`config.mk`:
```
export PLATFORM = sky130hd
export DESIGN_NAME = ws2812_frame_sequencer
export DESIGN_NICKNAME = d
export VERILOG_FILES = /design/src/rtl/ws2812_pkg.sv /design/src/rtl/timingDivider.sv /design/src/rtl/ws2812_frame_sequencer.sv
export SDC_FILE = /design/constraint.sdc
export NUM_CORES = 1
export LEC_CHECK = 0
export ABC_AREA = 1
export CAP_MARGIN = 5
export CORE_AREA = 2 2 615 617
export CTS_BUF_LIST = sky130_fd_sc_hd__clkbuf_8
export DETAILED_ROUTE_END_ITERATION = 10
export DIE_AREA = 0 0 617 619
export HOLD_SLACK_MARGIN = 0.03
export PLACE_DENSITY = 0.32
export RECOVER_POWER = 25
export SYNTH_ARGS = -nofsm -noshare
export SYNTH_HDL_FRONTEND = slang
export SYNTH_SLANG_ARGS = --single-unit
```
`constraint.sdc`:
```
create_clock -name clk -period 2.3 [get_ports clk]
set_input_delay 0.46 -clock clk [delete_from_list [all_inputs] [get_ports clk]]
set_output_delay 0.46 -clock clk [all_outputs]
set_load 0.005 [all_outputs]
```
`src/rtl/ws2812_pkg.sv`:
```
// Purpose: shared types and helpers for the WS2812 frame sequencer.
// Latency: n/a (types and constant functions only).
// Backpressure: n/a.
package ws2812_pkg;

    typedef enum logic [2:0] {
        IDLE  = 3'd0,
        LOAD  = 3'd1,
        SEND  = 3'd2,
        LATCH = 3'd3,
        DONE  = 3'd4
    } state_e;

    // Pixel arrays hold {R,G,B}; the WS2812 wire order is G first.
    function automatic logic [23:0] rgb_to_grb(input logic [23:0] rgb);
        return {rgb[15:8], rgb[23:16], rgb[7:0]};
    endfunction

    // Cycles in a latch gap of 'us' microseconds at 'clkhz'.
    function automatic int latch_cycles(input logic [31:0] clkhz, input int us);
        return int'(clkhz / 32'd1_000_000) * us;
    endfunction

endpackage

```
`src/rtl/timingDivider.sv`:
```
// Purpose: free-running divider emitting a one-cycle tick every OUTPUTCLKms milliseconds.
// Latency: first tick OUTPUTCLKms ms after reset release, then strictly periodic.
// Backpressure: none; the tick is a pulse and must be captured by the consumer.
// Ports: clk, rst (sync, active-high), tick (one-cycle pulse).
module timingDivider #(
    parameter logic [31:0] CLKHZ       = 32'd100_000_000,
    parameter int          OUTPUTCLKms = 1
) (
    input  logic clk,
    input  logic rst,
    output logic tick
);
    localparam int PERIOD = int'(CLKHZ / 32'd1000) * OUTPUTCLKms;
    localparam int CW     = (PERIOD > 1) ? $clog2(PERIOD) : 1;

    logic [CW-1:0] cnt_q;
    logic          tick_q;

    always_ff @(posedge clk) begin
        if (rst) begin
            cnt_q  <= '0;
            tick_q <= 1'b0;
        end else if (cnt_q == CW'(PERIOD - 1)) begin
            cnt_q  <= '0;
            tick_q <= 1'b1;
        end else begin
            cnt_q  <= cnt_q + 1'b1;
            tick_q <= 1'b0;
        end
    end

    assign tick = tick_q;

endmodule

```
`src/rtl/ws2812_frame_sequencer.sv`:
```
// Purpose: walks every pixel of every bank and hands GRB words to the WS2812 encoder, then holds the latch gap.
// Latency: start in IDLE at T -> busy at T+1, first word valid at T+2; each pixel costs 1 LOAD + >=1 SEND cycle.
// Backpressure: pix_valid/pix_ready; the loaded word is held stable until accepted, start while busy is dropped.
// Ports: clk/rst; wscolor pixel array {R,G,B}; start; pix_valid/pix_ready/pix_data/pix_bank/pix_last toward
//        the encoder; latch (gap active), busy (not IDLE), frame_done (one-cycle end-of-frame pulse).
module ws2812_frame_sequencer
    import ws2812_pkg::*;
#(
    parameter logic [31:0] CLKHZ      = 32'd100_000_000,
    parameter int          BANK_NUM   = 1,
    parameter int          BANK_X     = 8,
    parameter int          BANK_Y     = 8,
    parameter int          LATCH_US   = 300,
    parameter int          REFRESH_MS = 0
) (
    input  logic                                          clk,
    input  logic                                          rst,
    input  logic [BANK_NUM*BANK_X*BANK_Y-1:0][23:0]       wscolor,
    input  logic                                          start,
    output logic                                          pix_valid,
    input  logic                                          pix_ready,
    output logic [23:0]                                   pix_data,
    output logic [((BANK_NUM > 1) ? $clog2(BANK_NUM) : 1)-1:0] pix_bank,
    output logic                                          pix_last,
    output logic                                          latch,
    output logic                                          busy,
    output logic                                          frame_done
);
    localparam int PPB    = BANK_X * BANK_Y;
    localparam int TOTAL  = BANK_NUM * PPB;
    localparam int IDX_W  = (TOTAL > 1) ? $clog2(TOTAL) : 1;
    localparam int PIB_W  = (PPB > 1) ? $clog2(PPB) : 1;
    localparam int BANK_W = (BANK_NUM > 1) ? $clog2(BANK_NUM) : 1;
    localparam int LC     = latch_cycles(CLKHZ, LATCH_US);
    localparam int LC_W   = $clog2(LC + 1);

    state_e              state_q, state_d;
    logic [IDX_W-1:0]    idx_q, idx_d;
    logic [PIB_W-1:0]    pib_q, pib_d;      // pixel within bank (idx mod PPB)
    logic [BANK_W-1:0]   bank_q, bank_d;    // bank index (idx / PPB)
    logic [LC_W-1:0]     lcnt_q, lcnt_d;
    logic                pend_q, pend_d;
    logic                valid_q, valid_d;
    logic [23:0]         data_q, data_d;
    logic [BANK_W-1:0]   obank_q, obank_d;
    logic                last_q, last_d;
    logic                refresh_tick;
    logic                hs;

    generate
        if (REFRESH_MS > 0) begin : g_refresh
            timingDivider #(
                .CLKHZ      (CLKHZ),
                .OUTPUTCLKms(REFRESH_MS)
            ) u_refresh (
                .clk (clk),
                .rst (rst),
                .tick(refresh_tick)
            );
        end else begin : g_no_refresh
            assign refresh_tick = 1'b0;
        end
    endgenerate

    assign hs = valid_q & pix_ready;

    always_comb begin
        state_d = state_q;
        idx_d   = idx_q;
        pib_d   = pib_q;
        bank_d  = bank_q;
        lcnt_d  = lcnt_q;
        // A tick always lands in the flag, so one arriving on the consuming cycle is not lost.
        pend_d  = pend_q | refresh_tick;
        valid_d = valid_q;
        data_d  = data_q;
        obank_d = obank_q;
        last_d  = last_q;

        case (state_q)
            IDLE: begin
                if (start || pend_q) begin
                    state_d = LOAD;
                    idx_d   = '0;
                    pib_d   = '0;
                    bank_d  = '0;
                    pend_d  = refresh_tick;
                end
            end
            LOAD: begin
                data_d  = rgb_to_grb(wscolor[idx_q]);
                obank_d = bank_q;
                last_d  = (pib_q == PIB_W'(PPB - 1));
                valid_d = 1'b1;
                state_d = SEND;
            end
            SEND: begin
                if (hs) begin
                    valid_d = 1'b0;
                    if (idx_q == IDX_W'(TOTAL - 1)) begin
                        state_d = LATCH;
                        lcnt_d  = '0;
                    end else begin
                        idx_d   = idx_q + 1'b1;
                        state_d = LOAD;
                        if (pib_q == PIB_W'(PPB - 1)) begin
                            pib_d  = '0;
                            bank_d = bank_q + 1'b1;
                        end else begin
                            pib_d  = pib_q + 1'b1;
                        end
                    end
                end
            end
            LATCH: begin
                if (lcnt_q == LC_W'(LC - 1)) begin
                    lcnt_d  = '0;
                    state_d = DONE;
                end else begin
                    lcnt_d  = lcnt_q + 1'b1;
                end
            end
            DONE: begin
                state_d = IDLE;
            end
            default: begin
                state_d = IDLE;
            end
        endcase
    end

    always_ff @(posedge clk) begin
        if (rst) begin
            state_q <= IDLE;
            idx_q   <= '0;
            pib_q   <= '0;
            bank_q  <= '0;
            lcnt_q  <= '0;
            pend_q  <= 1'b0;
            valid_q <= 1'b0;
            data_q  <= '0;
            obank_q <= '0;
            last_q  <= 1'b0;
        end else begin
            state_q <= state_d;
            idx_q   <= idx_d;
            pib_q   <= pib_d;
            bank_q  <= bank_d;
            lcnt_q  <= lcnt_d;
            pend_q  <= pend_d;
            valid_q <= valid_d;
            data_q  <= data_d;
            obank_q <= obank_d;
            last_q  <= last_d;
        end
    end

    assign pix_valid  = valid_q;
    assign pix_data   = data_q;
    assign pix_bank   = obank_q;
    assign pix_last   = last_q;
    assign latch      = (state_q == LATCH);
    assign busy       = (state_q != IDLE);
    assign frame_done = (state_q == DONE);

endmodule

```
==> qor.yml, run 1 <==
logic_synthesis:
  syn_nets: 6232
  synth-seq-cells: 58
  netlist_instances: 4689
  syn_area_um2: 21530
  ys_seq_area_share_pct: 5.393
  postSynthAreaPerCell_um2: 4.591
  yosys_warnings: 0
  synth.largest_area_cell: "nand3_1"
  synth_cell_types: 36
  synth_top_area_share_pct: 29.34
  synth_area_leaders: "nand3_1 29%, nand2_1 26%, inv_1 17%, dfxtp_1 5.4%, o211ai_1 3.3%"
routing:
  drt_pass1_iterations: 5
  drc: 0
  viasPerCell: 3.211
  routed_wl_um: 303700
  wl_per_cell_um: 26.26
  drt_iter0_drc: 2108
  vias: 37120
  ant_nets: 0
pwr:
  power_mw: 26.80
  power-per-cell-area_nw_per_um2: 515.8
  ir_drop_mv: 0.3118
  leakage_nw: 23.40
cts:
  root_buffer: "clkbuf_8"
  cts_tree: "built"
  htreeDepth: 3
  cts.clk_slew.worst_paths_ns: 0.12
  clockBufferDepth: 2
  cts_buffers: 9
  clock_sinks: 58
  worstSkewPairLatency_ns: 0.46
worst_setup_path:
  critPathCaptureType: "flip-flop"
  start_kind: "flip-flop"
  rr_worst_depth: 13
  cp.required_ns: 2.68
  ff2ff_setup_slack_ns: -0.19
  arrival_ns: 2.87
  cp_max_fo: 26
  r2r-start: "idx_q[0]"
  crit_type: "reg2reg"
  worstReg2RegEnd: "pix_data[17]"
sta:
  tightest_slew_ns: 0.8713
  fin_setup_tns_ns: -4.256
  fin_crit_sh_pct: 108.4
  clock.fmax_ghz: 0.4012
  rsz0062_at_grt: "yes"
  max-slew-margin-rel_pct: 41.92
  clock_skew_ns: 0.03417
  setup_viol: 40
  drv_slew: 0
  hold_viol: 0
  finalWorstSetupSlack_ns: -0.1928
  finalCriticalPeriod_ns: 2.493
floorplanning:
  coreArea_um2: 374700
  die_h_um: 619
  die_w_um: 617
  die_area_um2: 381900
  row_count: 225
  io_pins: 1570
  start_util_pct: 5.746
final_layout:
  fin_util_pct: 13.87
  drive_gt1_share_pct: 16.72
  syn_to_final_growth_pct: 141.4
  design_area_um2: 51960
  multi_input_area_um2: 17340
  fill_cells: 43950
  fin_nets: 8070
  layout.area.seq_um2: 1189
hold_path:
  hold_end: "pix_valid"
  holdPathStages: 2
  hold_class: "in2reg"
  min_from: "rst"
outcome:
  violations: "setup timing"
  outcome: "complete, but fails checks"
placement:
  io_buffers: 1569
  place_ws_ns: -0.8053
  place_hpwl_um: 260100
  dpl-instance-area_um2: 47910
  place_congestion: 0.8737
global_routing:
  grt_pass1_vias: 37590
  grt_pass1_wl_um: 375000
  antenna_found_initial: 138
  grt_max_degree: 90
  grt_use_total_pct: 14.88
  overflow: 0
run:
  cap_violations: 0
logic make-up (layout without fill, tap and decap cells):
group / count (synthesis) / after routing / share of synthesized area, %
fa+ha+maj: 3 / 3 / 0.1744
buf+inv: 1316 / 3159 / 24.27
simple gates: 3120 / 3120 / 64.36
other cells: 0 / 36 / 0
flops: 58 / 58 / 5.393
compound gates: 187 / 187 / 5.597
xor+xnor: 5 / 5 / 0.2034
cell usage in the layout, fill, tap and decap left out, types with 23 or more instances in the layout:
cell / netlist / final
o21ai_1: 17 / 25
buf_12: 0 / 155
inv_1: 958 / 957
nand3_4: 0 / 70
a21oi_1: 23 / 23
or2_1: 106 / 106
buf_4: 32 / 352
nand2_1: 1463 / 1441
o21ai_0: 44 / 33
buf_6: 0 / 50
clkdlybuf4s50_1: 0 / 1549
nand3_2: 2 / 242
o211ai_1: 96 / 96
nand3_1: 1262 / 952
nor2_1: 175 / 171
dfxtp_1: 58 / 46
clkbuf_16: 0 / 24
diode_2: 0 / 36
or2_2: 87 / 87
area by class of cell:
cell class / count / share of cell area (%)
Tap cell: 4994 / 12.02
Inverter: 972 / 7.129
Timing Repair inverter: 4 / 0.2047
Multi-Input combinational cell: 3315 / 33.37
Timing Repair Buffer: 2167 / 44.46
Sequential cell: 58 / 2.287
Clock inverter: 6 / 0.07946
Clock buffer: 10 / 0.2649
Antenna cell: 36 / 0.1734
how the worst max path moves through the flow:
stage | end | startpoint | depth (start not counted)
after floorplan | pix_data[7] | idx_q[0] | 12
after global placement | pix_data[19] | idx_q[0] | 14
after detailed placement | pix_data[19] | idx_q[0] | 14
after CTS | pix_data[1] | idx_q[0] | 15
after global routing | pix_data[10] | idx_q[0] | 15
final | pix_data[17] | idx_q[0] | 13
synth_stat cells (all sizes together):
cell type / n
nand2: 1465
nand3: 1264
inv: 971
buf: 213
or2: 193
nor2: 176
clkbuf: 131
o211ai: 96
o21ai: 61
dfxtp: 58
a21oi: 24
nor3: 11
a211oi: 4
nand4: 4
xor2: 4
ha: 3
nand3b: 2
nor4: 2
a21boi: 1
a31oi: 1
and3: 1
and3b: 1
clkinv: 1
nor3b: 1
xnor2: 1
critical path, cell delays in order (launching register included):
cell and delay [ns]:
dfxtp_4 0.41, buf_12 0.17, buf_16 0.18, buf_12 0.18
or2_2 0.29, nand3_1 0.16, nand3_1 0.20, nand3_1 0.14
nand3_2 0.13, nand3_2 0.17, buf_12 0.12, nand3_1 0.06
nand2_1 0.09, inv_1 0.04
flip-flops by register name, indices dropped and copies added (netlist names):
| register | cells |
|---|---|
| bank_q | 1 |
| idx_q | 6 |
| lcnt_q | 15 |
| pib_q | 6 |
| pix_bank | 1 |
| pix_data | 24 |
| pix_last | 1 |
| pix_valid | 1 |
| state_q | 3 |
timing repair:
item,CTS,global route
pin swaps,17,92
buffers inserted,13,43
setup endpoints to repair,64,56
hold buffers,0,0
endpoints found under the hold margin,0,0
resized for setup,255,310
cloned,7,24
per-stage QoR:
step / cells / hold slack (ns)
3_5_place_dp: 11440 / 0.4599
3_3_place_gp: 11440 / 0.4544
2_1_floorplan: 4689 / 0.4343
5_1_grt: 11540 / 0.3534
4_1_cts: 11480 / 0.3002
6_report: 11560 / 0.3773
where the power goes:
group | total (mW) | switching, mW | leakage [nW] | internal (mW)
sequential | 1.35 | 0.211 | 0.480 | 1.14
clock | 1.13 | 0.708 | 0.0849 | 0.420
combinational | 24.3 | 13.6 | 22.8 | 10.7
per-layer routing:
layer	vias up	part of all wire (%)	GRT usage, %
met2	1321	48	26.02
met1	17380	44	19.06
li1	18140	-	-
met5	-	0.12	0
met3	231	6.1	3.416
met4	58	1.3	1.435
Power figures use the tool's default switching activity.
==> run 2: changes to the inputs <==
SKIP_CTS_REPAIR_TIMING = 1   (was unset)
SYNTH_HIERARCHICAL = 1   (was unset)
==> qor.yml, run 2 <==
outcome:
  outcome: "complete, but fails checks"  # unchanged
  violations: "setup timing"  # unchanged
global_routing:
  grt_max_degree: 90  # unchanged
  grt_pass1_wl_um: 369200  # was 375,000 µm
  grt_use_total_pct: 14.61  # was 14.88%
  grt_pass1_vias: 37380  # was 37,590
  overflow: 0  # unchanged
  antenna_found_initial: 142  # was 138
final_layout:
  drive_gt1_share_pct: 14.66  # was 16.72%
  syn_to_final_growth_pct: 135.3  # was 141.4%
  design_area_um2: 50650  # was 51,960 µm²
  layout.area.seq_um2: 1187  # was 1189 µm²
  largest_reg_flops: 24  # unchanged
  final_cell_mix: "1,553 x clkdlybuf4s50_1, 1,446 x nand2_1, 1,040 x nand3_1"  # was 1,549 x clkdlybuf4s50_1, 1,441 x nand2_1, 957 x inv_1
  fin_nets: 8037  # was 8,070
  final_common_cell: "clkdlybuf4s50_1"  # unchanged
  fill_cells: 44050  # was 43,950
  multi_input_area_um2: 16700  # was 17,340 µm²
placement:
  place_congestion: 0.8737  # unchanged
  dpl-instance-area_um2: 47910  # unchanged
  place_hpwl_um: 260100  # unchanged
  io_buffers: 1569  # unchanged
  place_ws_ns: -0.8053  # unchanged
logic_synthesis:
  synth_top_area_share_pct: 29.34  # unchanged
  synth_edf_count: 0  # unchanged
  synthFlopType: "dfxtp_1"  # unchanged
  ys_seq_area_share_pct: 5.393  # unchanged
  yosys-top-cells-count: "1,463 x nand2_1, 1,262 x nand3_1, 958 x inv_1, 175 x nor2_1, 131 x clkbuf_1"  # unchanged
  synth-seq-cells: 58  # unchanged
  async_reset_ff_share_pct: 0  # unchanged
  synth_area_leaders: "nand3_1 29%, nand2_1 26%, inv_1 17%, dfxtp_1 5.4%, o211ai_1 3.3%"  # unchanged
  synth.largest_area_cell: "nand3_1"  # unchanged
  postSynthAreaPerCell_um2: 4.591  # unchanged
  netlist_instances: 4689  # unchanged
  synth_cell_types: 36  # unchanged
  syn_area_um2: 21530  # unchanged
  yosysMostFrequentCell: "nand2_1"  # unchanged
  yosys_warnings: 6  # was 0
  syn_nets: 6232  # unchanged
sta:
  fin_setup_tns_ns: -5.202  # was -4.256 ns
  clock_skew_ns: 0.02906  # was 0.03417 ns
  setup_viol: 40  # unchanged
  fin_crit_sh_pct: 110.3  # was 108.4%
  drv_slew: 0  # unchanged
  max-slew-margin-rel_pct: 46.14  # was 41.92%
  fin_hold_ws_ns: 0.3833  # was 0.3773 ns
  tightest_slew_ns: 0.8115  # was 0.8713 ns
  rsz0062_at_grt: "yes"  # unchanged
  finalWorstSetupSlack_ns: -0.2369  # was -0.1928 ns
  clock.fmax_ghz: 0.3942  # was 0.4012 GHz
  hold_viol: 0  # unchanged
  finalCriticalPeriod_ns: 2.537  # was 2.493 ns
hold_path:
  hold_class: "in2reg"  # unchanged
worst_setup_path:
  start_kind: "flip-flop"  # unchanged
  crit_type: "reg2reg"  # unchanged
  arrival_ns: 2.87  # about the same
  critPathCaptureType: "flip-flop"  # unchanged
  cp.required_ns: 2.63  # was 2.68 ns
  cp_max_fo: 14  # was 26
routing:
  drt_iter0_drc: 2141  # was 2,108
  ant_nets: 0  # unchanged
  route.layer.met1.wl_um: 133000  # was 134,200 µm
  viasPerCell: 3.199  # was 3.211
  drc: 0  # unchanged
  dr.max_layer_used: "met5"  # unchanged
  wl_per_cell_um: 25.96  # was 26.26 µm
  dr_wl_met2_um: 144500  # was 146,800 µm
  dr_wl_met3_um: 18090  # was 18,430 µm
  drt_pass1_iterations: 5  # unchanged
  vias: 36870  # was 37,120
  routed_wl_um: 299200  # was 303,700 µm
floorplanning:
  die_area_um2: 381900  # unchanged
  die_w_um: 617  # unchanged
  row_count: 225  # unchanged
  start_util_pct: 5.746  # unchanged
  coreArea_um2: 374700  # unchanged
  die_h_um: 619  # unchanged
  io_pins: 1570  # unchanged
cts:
  cts_tree: "built"  # unchanged
  clock_sinks: 58  # unchanged
  cts.clk_slew.worst_paths_ns: 0.10  # was 0.12 ns
  root_buffer: "clkbuf_8"  # unchanged
  worstSkewPairLatency_ns: 0.45  # was 0.46 ns
  htreeDepth: 3  # unchanged
  cts_buffers: 9  # unchanged
  clockBufferDepth: 2  # unchanged
pwr:
  power_mw: 25.72  # was 26.80 mW
  power-per-cell-area_nw_per_um2: 507.8  # was 515.8 nW/µm²
  leakage_nw: 22.92  # was 23.40 nW
  ir_drop_mv: 0.3064  # was 0.3118 mV
run:
  cap_violations: 0  # unchanged
## run 2: cell counts after synthesis
No cell type changed its count.
## run 2: logic make-up after synthesis
kind of cell    share of synthesized area, %
simple gates                           64.36
buf+inv                                24.27
compound gates                         5.597
flops                                  5.393
xor+xnor                              0.2034
fa+ha+maj                             0.1744
## run 2: final timing paths
kind | startpoint | to | slack (ns) | cells past startpoint
max | idx_q[0] | pix_data[0] | -0.24 | 16
min | rst | pix_valid | 0.38 | 2
max reg2reg | idx_q[0] | pix_data[0] | -0.24 | 16
min reg2reg | lcnt_q[2] | lcnt_q[2] | 0.47 | 2
## run 2: metrics by stage
stage / util [%] / instances
after floorplan: - / 4689
after global placement: 12.78 / 11440
after detailed placement: 12.78 / 11440
after CTS: 12.83 / 11460
after global routing: 13.51 / 11510
final: 13.52 / 11530
## run 2: report_power, final
group	leakage, nW	switching, mW	internal [mW]	total (mW)
combinational	22.4	13.1	10.1	23.2
clock	0.0849	0.697	0.420	1.12
sequential	0.479	0.218	1.14	1.36
## run 2: layout make-up
| class | count | area share, % |
|---|---|---|
| clock buffers | 10 | 0.2717 |
| flip-flops and latches | 58 | 2.344 |
| repair inverters | 3 | 0.1136 |
| repair buffers | 2135 | 44.42 |
| well taps | 4994 | 12.34 |
| diodes | 32 | 0.1581 |
| inverters | 972 | 7.305 |
| clock inverters | 6 | 0.08152 |
| multi-input cells | 3315 | 32.97 |
## run 2: worst max-delay path, stage by stage (launching register included)
cell	delay, ns
dfxtp_4	0.40
buf_12	0.18
buf_12	0.16
inv_8	0.14
buf_8	0.18
buf_4	0.17
nand2_1	0.05
nand3_1	0.06
nand3_1	0.12
buf_4	0.19
nand3_1	0.12
buf_4	0.13
nand3_1	0.15
nand3_2	0.12
nand3_2	0.06
nand2_1	0.08
inv_1	0.03
## run 2: metal layers
| layer | global-route usage [%] | vias up |
|---|---|---|
| met1 | 18.69 | 17190 |
| met3 | 3.387 | 219 |
| met2 | 25.51 | 1339 |
| li1 | - | 18070 |
| met4 | 1.483 | 56 |
| met5 | 0 | - |
